`src/rtl/pipe_reg_skid_pkg.sv`:
```
// pipe_pkg: shared definitions for the skid-buffered pipeline register.
// Holds the occupancy-state encodings and the FSM state type. The encoding
// value doubles as the held-beat count exposed on the level output.
package pipe_pkg;

    localparam logic [1:0] ST_EMPTY = 2'd0;
    localparam logic [1:0] ST_ONE   = 2'd1;
    localparam logic [1:0] ST_FULL  = 2'd2;

    typedef enum logic [1:0] {
        S_EMPTY = ST_EMPTY,
        S_ONE   = ST_ONE,
        S_FULL  = ST_FULL
    } state_e;

endpackage

```
`src/rtl/pipe_reg_skid_if.sv`:
```
// pipe_reg_skid_if: bundle of handshake, payload, flush and status signals
// around one pipe_reg_skid stage.
//   master modport: the environment side (drives in_valid/in_data/out_ready/flush)
//   slave modport : the pipeline register itself (drives in_ready/out_valid/
//                   out_data/level/stall_cnt)
interface pipe_reg_skid_if #(
    parameter int WIDTH = 32,
    parameter int CNT_W = 16
);
    logic             flush;
    logic             in_valid;
    logic             in_ready;
    logic [WIDTH-1:0] in_data;
    logic             out_valid;
    logic             out_ready;
    logic [WIDTH-1:0] out_data;
    logic [1:0]       level;
    logic [CNT_W-1:0] stall_cnt;

    modport master (
        output flush, in_valid, in_data, out_ready,
        input  in_ready, out_valid, out_data, level, stall_cnt
    );

    modport slave (
        input  flush, in_valid, in_data, out_ready,
        output in_ready, out_valid, out_data, level, stall_cnt
    );
endinterface

```
`src/rtl/pipe_reg_skid_reg_en_n.sv`:
```
// reg_en_n: WIDTH-bit enable register.
// Ports: clk (rising edge), rst (sync, active-low), clr (sync clear to
// RESET_VAL), en (load enable), d (next value), q (held value).
// Priority: rst > clr > en; otherwise the value is held.
module reg_en_n #(
    parameter int               WIDTH     = 32,
    parameter logic [WIDTH-1:0] RESET_VAL = {WIDTH{1'b0}}
) (
    input  logic             clk,
    input  logic             rst,
    input  logic             clr,
    input  logic             en,
    input  logic [WIDTH-1:0] d,
    output logic [WIDTH-1:0] q
);

    logic [WIDTH-1:0] q_r;

    // Data register with reset/clear to RESET_VAL and load on enable.
    always_ff @(posedge clk) begin
        if (!rst) begin
            q_r <= RESET_VAL;
        end else if (clr) begin
            q_r <= RESET_VAL;
        end else if (en) begin
            q_r <= d;
        end
    end

    assign q = q_r;

endmodule

```
`src/rtl/pipe_reg_skid.sv`:
```
// pipe_reg_skid: pipeline register with valid/ready handshake and a
// two-entry skid buffer (main + skid), synchronous flush and a saturating
// back-pressure counter.
// Ports: clk (rising edge), rst (sync, active-low), bus (slave modport of
// pipe_reg_skid_if: flush, in_valid/in_ready/in_data, out_valid/out_ready/
// out_data, level = held beats, stall_cnt = saturating stalled-cycle count).
// in_ready depends only on registered state, rst and flush, never on
// out_ready, so the ready path is cut at every stage.
module pipe_reg_skid
    import pipe_pkg::*;
#(
    parameter int               WIDTH     = 32,
    parameter logic [WIDTH-1:0] RESET_VAL = {WIDTH{1'b0}},
    parameter int               CNT_W     = 16
) (
    input  logic             clk,
    input  logic             rst,
    pipe_reg_skid_if.slave   bus
);

    state_e           state_r;
    state_e           state_nxt_s;
    logic             in_ready_s;
    logic             out_valid_s;
    logic             in_fire_s;
    logic             out_fire_s;
    logic             main_en_s;
    logic             skid_en_s;
    logic [WIDTH-1:0] main_d_s;
    logic [WIDTH-1:0] main_q_s;
    logic [WIDTH-1:0] skid_q_s;
    logic [CNT_W-1:0] stall_cnt_r;

    assign in_ready_s  = rst & ~bus.flush & (state_r != S_FULL);
    assign out_valid_s = (state_r != S_EMPTY);
    assign in_fire_s   = bus.in_valid & in_ready_s;
    assign out_fire_s  = out_valid_s & bus.out_ready;

    // Next-state and data-register load selection.
    always_comb begin
        state_nxt_s = state_r;
        main_en_s   = 1'b0;
        skid_en_s   = 1'b0;
        main_d_s    = bus.in_data;
        case (state_r)
            S_EMPTY: begin
                if (in_fire_s) begin
                    main_en_s   = 1'b1;
                    state_nxt_s = S_ONE;
                end else begin
                    state_nxt_s = S_EMPTY;
                end
            end
            S_ONE: begin
                if (in_fire_s && out_fire_s) begin
                    main_en_s   = 1'b1;
                    state_nxt_s = S_ONE;
                end else if (in_fire_s) begin
                    // Downstream stalled: park the new beat behind main.
                    skid_en_s   = 1'b1;
                    state_nxt_s = S_FULL;
                end else if (out_fire_s) begin
                    state_nxt_s = S_EMPTY;
                end else begin
                    state_nxt_s = S_ONE;
                end
            end
            S_FULL: begin
                if (out_fire_s) begin
                    main_en_s   = 1'b1;
                    main_d_s    = skid_q_s;
                    state_nxt_s = S_ONE;
                end else begin
                    state_nxt_s = S_FULL;
                end
            end
            default: begin
                // Encoding 3 is unreachable; recover to a clean empty stage.
                state_nxt_s = S_EMPTY;
            end
        endcase
    end

    // Occupancy state register; flush empties the stage.
    always_ff @(posedge clk) begin
        if (!rst) begin
            state_r <= S_EMPTY;
        end else if (bus.flush) begin
            state_r <= S_EMPTY;
        end else begin
            state_r <= state_nxt_s;
        end
    end

    // Saturating count of cycles where a beat waits on downstream; flush holds it.
    always_ff @(posedge clk) begin
        if (!rst) begin
            stall_cnt_r <= {CNT_W{1'b0}};
        end else if (bus.flush) begin
            stall_cnt_r <= stall_cnt_r;
        end else if (out_valid_s && !bus.out_ready && (stall_cnt_r != {CNT_W{1'b1}})) begin
            stall_cnt_r <= stall_cnt_r + CNT_W'(1);
        end
    end

    reg_en_n #(.WIDTH(WIDTH), .RESET_VAL(RESET_VAL)) u_main (
        .clk (clk),
        .rst (rst),
        .clr (bus.flush),
        .en  (main_en_s),
        .d   (main_d_s),
        .q   (main_q_s)
    );

    reg_en_n #(.WIDTH(WIDTH), .RESET_VAL(RESET_VAL)) u_skid (
        .clk (clk),
        .rst (rst),
        .clr (bus.flush),
        .en  (skid_en_s),
        .d   (bus.in_data),
        .q   (skid_q_s)
    );

    assign bus.in_ready  = in_ready_s;
    assign bus.out_valid = out_valid_s;
    assign bus.out_data  = main_q_s;
    assign bus.level     = state_r;
    assign bus.stall_cnt = stall_cnt_r;

endmodule

```
`src/flat_wrapper.sv`:
```
// flat-port wrapper written by rule: the top's interface ports become plain ports
module pipe_reg_skid_flat import pipe_pkg::*;
#(
    parameter int               WIDTH     = 32,
    parameter logic [WIDTH-1:0] RESET_VAL = {WIDTH{1'b0}},
    parameter int               CNT_W     = 16
)
  (clk, rst, bus_flush, bus_in_valid, bus_in_data, bus_out_ready, bus_in_ready, bus_out_valid, bus_out_data, bus_level, bus_stall_cnt);
  pipe_reg_skid_if #(.WIDTH(WIDTH), .CNT_W(CNT_W)) bus_i ();
  input  logic clk;
  input  logic rst;
  input wire logic [$bits(bus_i.flush)-1:0] bus_flush;
  input wire logic [$bits(bus_i.in_valid)-1:0] bus_in_valid;
  input wire logic [$bits(bus_i.in_data)-1:0] bus_in_data;
  input wire logic [$bits(bus_i.out_ready)-1:0] bus_out_ready;
  output wire logic [$bits(bus_i.in_ready)-1:0] bus_in_ready;
  output wire logic [$bits(bus_i.out_valid)-1:0] bus_out_valid;
  output wire logic [$bits(bus_i.out_data)-1:0] bus_out_data;
  output wire logic [$bits(bus_i.level)-1:0] bus_level;
  output wire logic [$bits(bus_i.stall_cnt)-1:0] bus_stall_cnt;
  assign bus_i.flush = bus_flush;
  assign bus_i.in_valid = bus_in_valid;
  assign bus_i.in_data = bus_in_data;
  assign bus_i.out_ready = bus_out_ready;
  assign bus_in_ready = bus_i.in_ready;
  assign bus_out_valid = bus_i.out_valid;
  assign bus_out_data = bus_i.out_data;
  assign bus_level = bus_i.level;
  assign bus_stall_cnt = bus_i.stall_cnt;
  pipe_reg_skid #(.WIDTH(WIDTH), .RESET_VAL(RESET_VAL), .CNT_W(CNT_W)) u_core (.clk(clk), .rst(rst), .bus(bus_i));
endmodule
```
`config.mk`:
```
export PLATFORM = sky130hd
export DESIGN_NAME = pipe_reg_skid_flat
export DESIGN_NICKNAME = d
export VERILOG_FILES = /design/src/rtl/pipe_reg_skid_pkg.sv /design/src/rtl/pipe_reg_skid_if.sv /design/src/rtl/pipe_reg_skid_reg_en_n.sv /design/src/rtl/pipe_reg_skid.sv /design/src/flat_wrapper.sv
export SDC_FILE = /design/constraint.sdc
export NUM_CORES = 1
export LEC_CHECK = 0
export BUFFER_PORTS_ARGS = -buffer_cell sky130_fd_sc_hd__buf_2
export CAP_MARGIN = 20
export CORE_UTILIZATION = 50
export DETAILED_ROUTE_END_ITERATION = 12
export PLACE_DENSITY = 0.79
export RECOVER_POWER = 50
export SKIP_CTS_REPAIR_TIMING = 1
export SYNTH_ARGS = -nofsm -noshare
export SYNTH_HDL_FRONTEND = slang
export SYNTH_HIERARCHICAL = 1
export SYNTH_SLANG_ARGS = --single-unit
```
`constraint.sdc`:
```
create_clock -name clk -period 5.32 [get_ports clk]
set_clock_uncertainty 0.2 [all_clocks]
set_input_delay 0.266 -clock clk [delete_from_list [all_inputs] [get_ports clk]]
set_output_delay 0.266 -clock clk [all_outputs]
set_load 0.05 [all_outputs]
```
* After elaboration in Yosys (flattened, before gate mapping)
Index checks and enable logic that the tools add are counted. Widths: inputs -> output; s select.
Word-level totals: register bits after elaboration 82, input port bits 37, word-level logic and storage cells 37, output and inout bits 52
Cells by class: add/sub/neg operators 1, multiplexer cells 14, bitwise gates (word level) 6, reductions and logical operators 8, equal/unequal tests 4
Operator list (count):
- $mux 32 | 2
- $add 16x1->16 const B | 1
- $ne 16x16->1 const B | 1
- $mux 1 | 7
- $mux 2 | 3
- $pmux 2 s3 | 1
- $and 1x1->1 | 4
- $logic_and 1x1->1 | 3
- $pmux 1 s3 | 1
- $eq 2x1->1 const B | 1
- $eq 2x2->1 const B | 1
- $logic_not 2->1 | 1
- $ne 2x2->1 const B | 1
- $not 1->1 | 2
- $reduce_and 2->1 | 1
- $reduce_bool 2->1 | 1
- $reduce_or 2->1 | 1
- $logic_not 1->1 | 1

* Depth between registers and ports, before layout
depth after elaboration 7, mapped depth 11, gate-level depth less buffers 9

* Modules after synthesis
The synthesis kept the hierarchy.
By module, submodules not included:
- reg_en_n | area each 1173.6 um2, times used 2, cells each 104, seq. area each 640.6 um2
- pipe_reg_skid | area each 1407.6 um2, times used 1, cells each 164, seq. area each 360.3 um2

* Worst setup path before layout
Ideal clock, no wire load.
kind register to register, start point register u_core.state_r[0], in the netlist u_core/bus.level[0], end point register u_core.u_main.q_r[0], in the netlist u_core/u_main/q[0], clock period less this slack 3039 ps, stages on the path, launching flop included 11, buffers on the path 2, data required time 5003 ps, slack 2281 ps, arrival 2722 ps, cells stage by stage dfxtp_1 -> nor2b_1 -> nor2_1 -> and2_1 -> ha_1 -> a21oi_1 -> o21ai_0 -> buf_6 -> buf_12 -> mux2i_1 -> nor2_1
Between the ends: cells in the longest elaborated chain, start to end 6, elaborated cells between the ends (all ways) 15, classes of those cells eq/ne (3); mux (6); bitwise (3); reduce/logical (3)
RTL lines:
- start: declaration | RTL line pipe_reg_skid.sv:21 | state_e state_r;
- start signal: assignment | RTL line pipe_reg_skid.sv:91 | state_r <= state_nxt_s;
- $ne 2x2->1 (*) | RTL line pipe_reg_skid.sv:34 | assign in_ready_s = rst & ~bus.flush & (state_r != S_FULL);
- $and 1x1->1 (*) | RTL line pipe_reg_skid.sv:34
- named net bus_in_ready | RTL line flat_wrapper.sv:16 | output wire logic [$bits(bus_i.in_ready)-1:0] bus_in_ready;
- $and 1x1->1 (*) | RTL line pipe_reg_skid.sv:36 | assign in_fire_s = bus.in_valid & in_ready_s;
- $logic_and 1x1->1 | RTL line pipe_reg_skid.sv:55 | if (in_fire_s && out_fire_s) begin
- $mux 1 | RTL line pipe_reg_skid.sv:55
- $pmux 1 s3 (*) | RTL line pipe_reg_skid.sv:45 | case (state_r)
- named net u_core.main_en_s | RTL line pipe_reg_skid.sv:27 | logic main_en_s;
- end signal: assignment | RTL line pipe_reg_skid_reg_en_n.sv:22 | q_r <= RESET_VAL;
- end signal: assignment | RTL line pipe_reg_skid_reg_en_n.sv:24 | q_r <= RESET_VAL;
- end signal: assignment | RTL line pipe_reg_skid_reg_en_n.sv:26 | q_r <= d;
- end: declaration | RTL line pipe_reg_skid_reg_en_n.sv:17 | logic [WIDTH-1:0] q_r;
Mark *: on every way through the listed nets, which the timed path passes. The rest lies on a longest branch. A chain may end at the register's enable or synchronous reset.

* Worst setup path in the final report
start point register u_core.state_r[1], in the netlist u_core/bus.level[1], end point register u_core.u_main.q_r[2], in the netlist u_core/u_main/q[2]
Between the ends: cells in the longest elaborated chain, start to end 6, elaborated cells between the ends (all ways) 15, classes of those cells eq/ne (3); mux (6); bitwise (3); reduce/logical (3)
RTL lines (RTL line):
- $ne 2x2->1 | pipe_reg_skid.sv:34
- $and 1x1->1 | pipe_reg_skid.sv:34
- $and 1x1->1 | pipe_reg_skid.sv:36
- $logic_and 1x1->1 | pipe_reg_skid.sv:55
- $mux 1 | pipe_reg_skid.sv:55
- $pmux 1 s3 (*) | pipe_reg_skid.sv:45
- named net u_core.main_en_s | pipe_reg_skid.sv:27
Marked as above.

==> PnR_summary.wiki <==
{| class="wikitable"
! Metric !! Value
|-
| Cell Rows || 31
|-
| Antenna violation net count after detailed routing || 0
|-
| Arrival time at the worst endpoint || 2.94 ns
|-
| Slowest cell on the critical path || sky130_fd_sc_hd__o21ai_4
|-
| Wire length reported by the detailed router || 7950 um
|-
| Average instance area after synthesis || 10.1 um2
|-
| Final setup fails || 0
|-
| Detail Placement HPWL || 5490 um
|-
| Via count of the first global-routing pass || 2,786
|-
| Number of max-capacitance violations reported || 0
|-
| Final hold slack || -0.0189 ns
|-
| Net count reported at finish || 503
|-
| DR iter-0 viols || 89
|-
| Type of destination of the critical path || flop
|-
| Maximum level of the CTS H-tree || 3
|-
| Most frequently used flop master after synthesis || sky130_fd_sc_hd__dfxtp_1
|-
| Mapped Cells || 372
|-
| Crit path required time || 5.34 ns
|-
| Total via count after detailed routing || 3,009
|-
| CTS sink cnt || 82
|-
| Biggest fanout along the worst timing path || 18
|-
| Tot GR Track Use || 20.1%
|-
| DRC Markers || 0
|-
| Post-synthesis cell type count || 38
|-
| Final hold violation count || 10
|-
| Maximum number of pins on one net before global-route repair || 34
|-
| Fraction of registers with async set or reset after synthesis || 0%
|-
| Highest cell delay on the worst timing path || 0.55 ns
|-
| Sum of negative setup slack || 0 ns
|-
| Power after layout || 1.16 mW
|-
| Hold crit path type || primary input to flop
|-
| Clock tree from TritonCTS || built
|-
| Clock Path Buffers || 2
|-
| Slew at the pin closest to its max-slew limit || 0.652 ns
|-
| Vias per cell || 5.31
|-
| Yosys warnings || 6
|-
| Crit-path most repeated cell || sky130_fd_sc_hd__nor2_1
|-
| Net count after synthesis || 412
|-
| Initial core utilization || 51.8%
|-
| Share of the yosys chip area belonging to registers || 43.7%
|-
| Initial antenna violation count || 0
|-
| Clock tree root driver cell || sky130_fd_sc_hd__clkbuf_8
|-
| CP Buf/Inv Count || 2
|-
| Worst skew pair latency || 0.34 ns
|-
| Power density of the placed cells || 263 nW/um2
|-
| Setup repair after global routing missed its margin || false
|-
| DRT Pass-1 Iters || 4
|-
| Leakage power summed over all cells || 1.51 nW
|-
| Die Outline Area || 7860 um2
|-
| Overall die width || 88.7 um
|-
| Kind of launch point of the worst setup path || flop
|-
| PortBufs || 88
|-
| Relative area change from synthesis to final layout || 17.4%
|-
| Category of cells accounting for the largest share of critical-path delay || buffers and inverters
|-
| Timing-limited maximum frequency || 0.343 GHz
|-
| Fraction of final layout cells with drive strength greater than 1 || 20.1%
|-
| DR WL/cell || 14.0 um
|-
| RePlAce Congestion || 0.817
|-
| Worst setup path category || flop to flop
|-
| Minimum period implied by the final worst setup slack || 2.92 ns
|-
| Share of the clock period used by the worst path || 54.9%
|-
| Status || finished, violations left
|-
| Critical path, cell by cell || nor2_1 -> inv_1 -> and2_1 -> ha_1 -> a21oi_1 -> o21ai_4 -> buf_4 -> mux2i_1 -> nor2_1
|-
| Relative slew slack || 56.3%
|-
| Clock-pin slew of the registers on the worst-case setup and hold paths || 0.09 ns
|-
| Number of buffers created by CTS || 9
|-
| Total overflow reported by the global router || 0
|-
| Number of flops mapped to enable cells by yosys || 0
|-
| Max Slew Vio Count || 0
|-
| Floorplan core area || 7250 um2
|-
| #FFs+latches synth || 82
|-
| Overall die height || 88.7 um
|-
| Violations in the final reports || hold timing
|-
| # IOs || 89
|-
| Antenna diodes || 0
|-
| Worst VDD drop || 0.000113 V
|-
| Cell area after synthesis || 3750 um2
|-
| First-pass GRT wire length || 12,300 um
|}
[area by class of cell]
type	instances	area, um2
clock buffers	9	124
clock inverters	7	67.6
fillers	641	2850
inverters	6	22.5
multi-input cells	263	1900
flip-flops and latches	82	1640
repair buffers	101	527
well taps	99	124
[through the flow]
stage	worst slack, ns	instance area, um2	instances	util, %
detailed placement	2.37	4220	544	58.2
global route	2.22	4410	567	60.8
finish	2.40	4410	567	60.8
CTS	2.35	4420	560	60.9
global placement	2.44	4170	542	57.5
floorplan	2.28	3750	372	-
[layer usage]
layer  track usage, %  routed length (um)
met5                0                   0
met2             34.8                3920
met3             4.20                 379
met4             9.82                 128
met1             23.7                3520
[kinds of logic (layout without fill, tap and decap cells)]
family | Yosys count | count (layout) | synth area share [%]
adders and majority gates | 3 | 3 | 1.00
muxes | 99 | 99 | 27.5
and+or+nand+nor | 130 | 130 | 16.5
buffers and inverters | 27 | 123 | 5.90
AOI/OAI and AO/OA | 31 | 31 | 5.40
DFF | 82 | 82 | 43.7
[flip-flops by register name (all words and copies together), names as in the netlist]
name                  cells
u_core/bus.level          2
u_core/bus.stall_cnt     16
u_core/u_main/q          32
u_core/u_skid/q          32
[cells in the final DEF, fill, tap and decap left out, drive strengths merged]
cell	instances
a2111oi	1
inv	7
nand4	5
nor3b	2
mux2i	67
or4b	1
buf	41
mux2	32
and4	1
nand2	12
o311ai	1
nor2	72
nor2b	2
or2	2
bufinv	1
nor4b	1
o21ba	1
o41ai	5
and3	1
dfxtp	82
a21oi	10
o31ai	2
or3	7
clkinv	5
o311a	1
a211o	1
clkbuf	62
nand3	7
and2	3
nor4	4
o21ai	8
or4	4
dlygate4sd3	7
o211ai	1
ha	3
nand2b	6
[power by group]
part | switching [mW] | internal (mW) | leakage [nW] | total (mW)
sequential | 0.00324 | 0.618 | 0.661 | 0.621
combinational | 0.0579 | 0.0409 | 0.741 | 0.0988
clock | 0.221 | 0.216 | 0.103 | 0.438
total | 0.282 | 0.875 | 1.51 | 1.16
[final timing paths]
kind                                     startpoint                 end  slack [ns]  cells past startpoint
worst min register to register   u_core/u_main/q[3]  u_core/u_main/q[3]        0.30                      2
worst max register to register  u_core/bus.level[1]  u_core/u_main/q[2]        2.40                      9
worst max-delay path            u_core/bus.level[1]  u_core/u_main/q[2]        2.40                      9
worst min-delay path                 bus_in_data[4]  u_core/u_skid/q[4]       -0.02                      3
[worst register-to-register path, stage by stage, from the launching register on]
cell and delay, ns:
sky130_fd_sc_hd__dfxtp_1 0.51, sky130_fd_sc_hd__nor2_1 0.15, sky130_fd_sc_hd__inv_1 0.21, sky130_fd_sc_hd__and2_1 0.19, sky130_fd_sc_hd__ha_1 0.15, sky130_fd_sc_hd__a21oi_1 0.10
sky130_fd_sc_hd__o21ai_4 0.55, sky130_fd_sc_hd__buf_4 0.45, sky130_fd_sc_hd__mux2i_1 0.25, sky130_fd_sc_hd__nor2_1 0.06
[cell usage after synthesis (2+ instances only)]
cell | n | area, um2
sky130_fd_sc_hd__o21ai_0 | 8 | 40.0
sky130_fd_sc_hd__mux2i_1 | 67 | 671
sky130_fd_sc_hd__buf_6 | 2 | 22.5
sky130_fd_sc_hd__a21oi_1 | 10 | 50.1
sky130_fd_sc_hd__o41ai_1 | 5 | 43.8
sky130_fd_sc_hd__inv_1 | 6 | 22.5
sky130_fd_sc_hd__dfxtp_1 | 82 | 1640
sky130_fd_sc_hd__nand3_1 | 7 | 35.0
sky130_fd_sc_hd__nor2_1 | 72 | 270
sky130_fd_sc_hd__buf_2 | 6 | 30.0
sky130_fd_sc_hd__nand2b_1 | 6 | 37.5
sky130_fd_sc_hd__nand2_1 | 12 | 45.0
sky130_fd_sc_hd__nor3b_1 | 2 | 15.0
sky130_fd_sc_hd__nor2b_1 | 2 | 12.5
sky130_fd_sc_hd__nand4_1 | 4 | 25.0
sky130_fd_sc_hd__nor4_1 | 4 | 25.0
sky130_fd_sc_hd__buf_12 | 6 | 120
sky130_fd_sc_hd__mux2_2 | 32 | 360
sky130_fd_sc_hd__ha_1 | 3 | 37.5
sky130_fd_sc_hd__o31ai_1 | 2 | 15.0
sky130_fd_sc_hd__or3_1 | 7 | 43.8
sky130_fd_sc_hd__and2_1 | 3 | 18.8
sky130_fd_sc_hd__or4_1 | 3 | 22.5
sky130_fd_sc_hd__clkbuf_1 | 7 | 26.3
(Power assumes the default switching activity.)
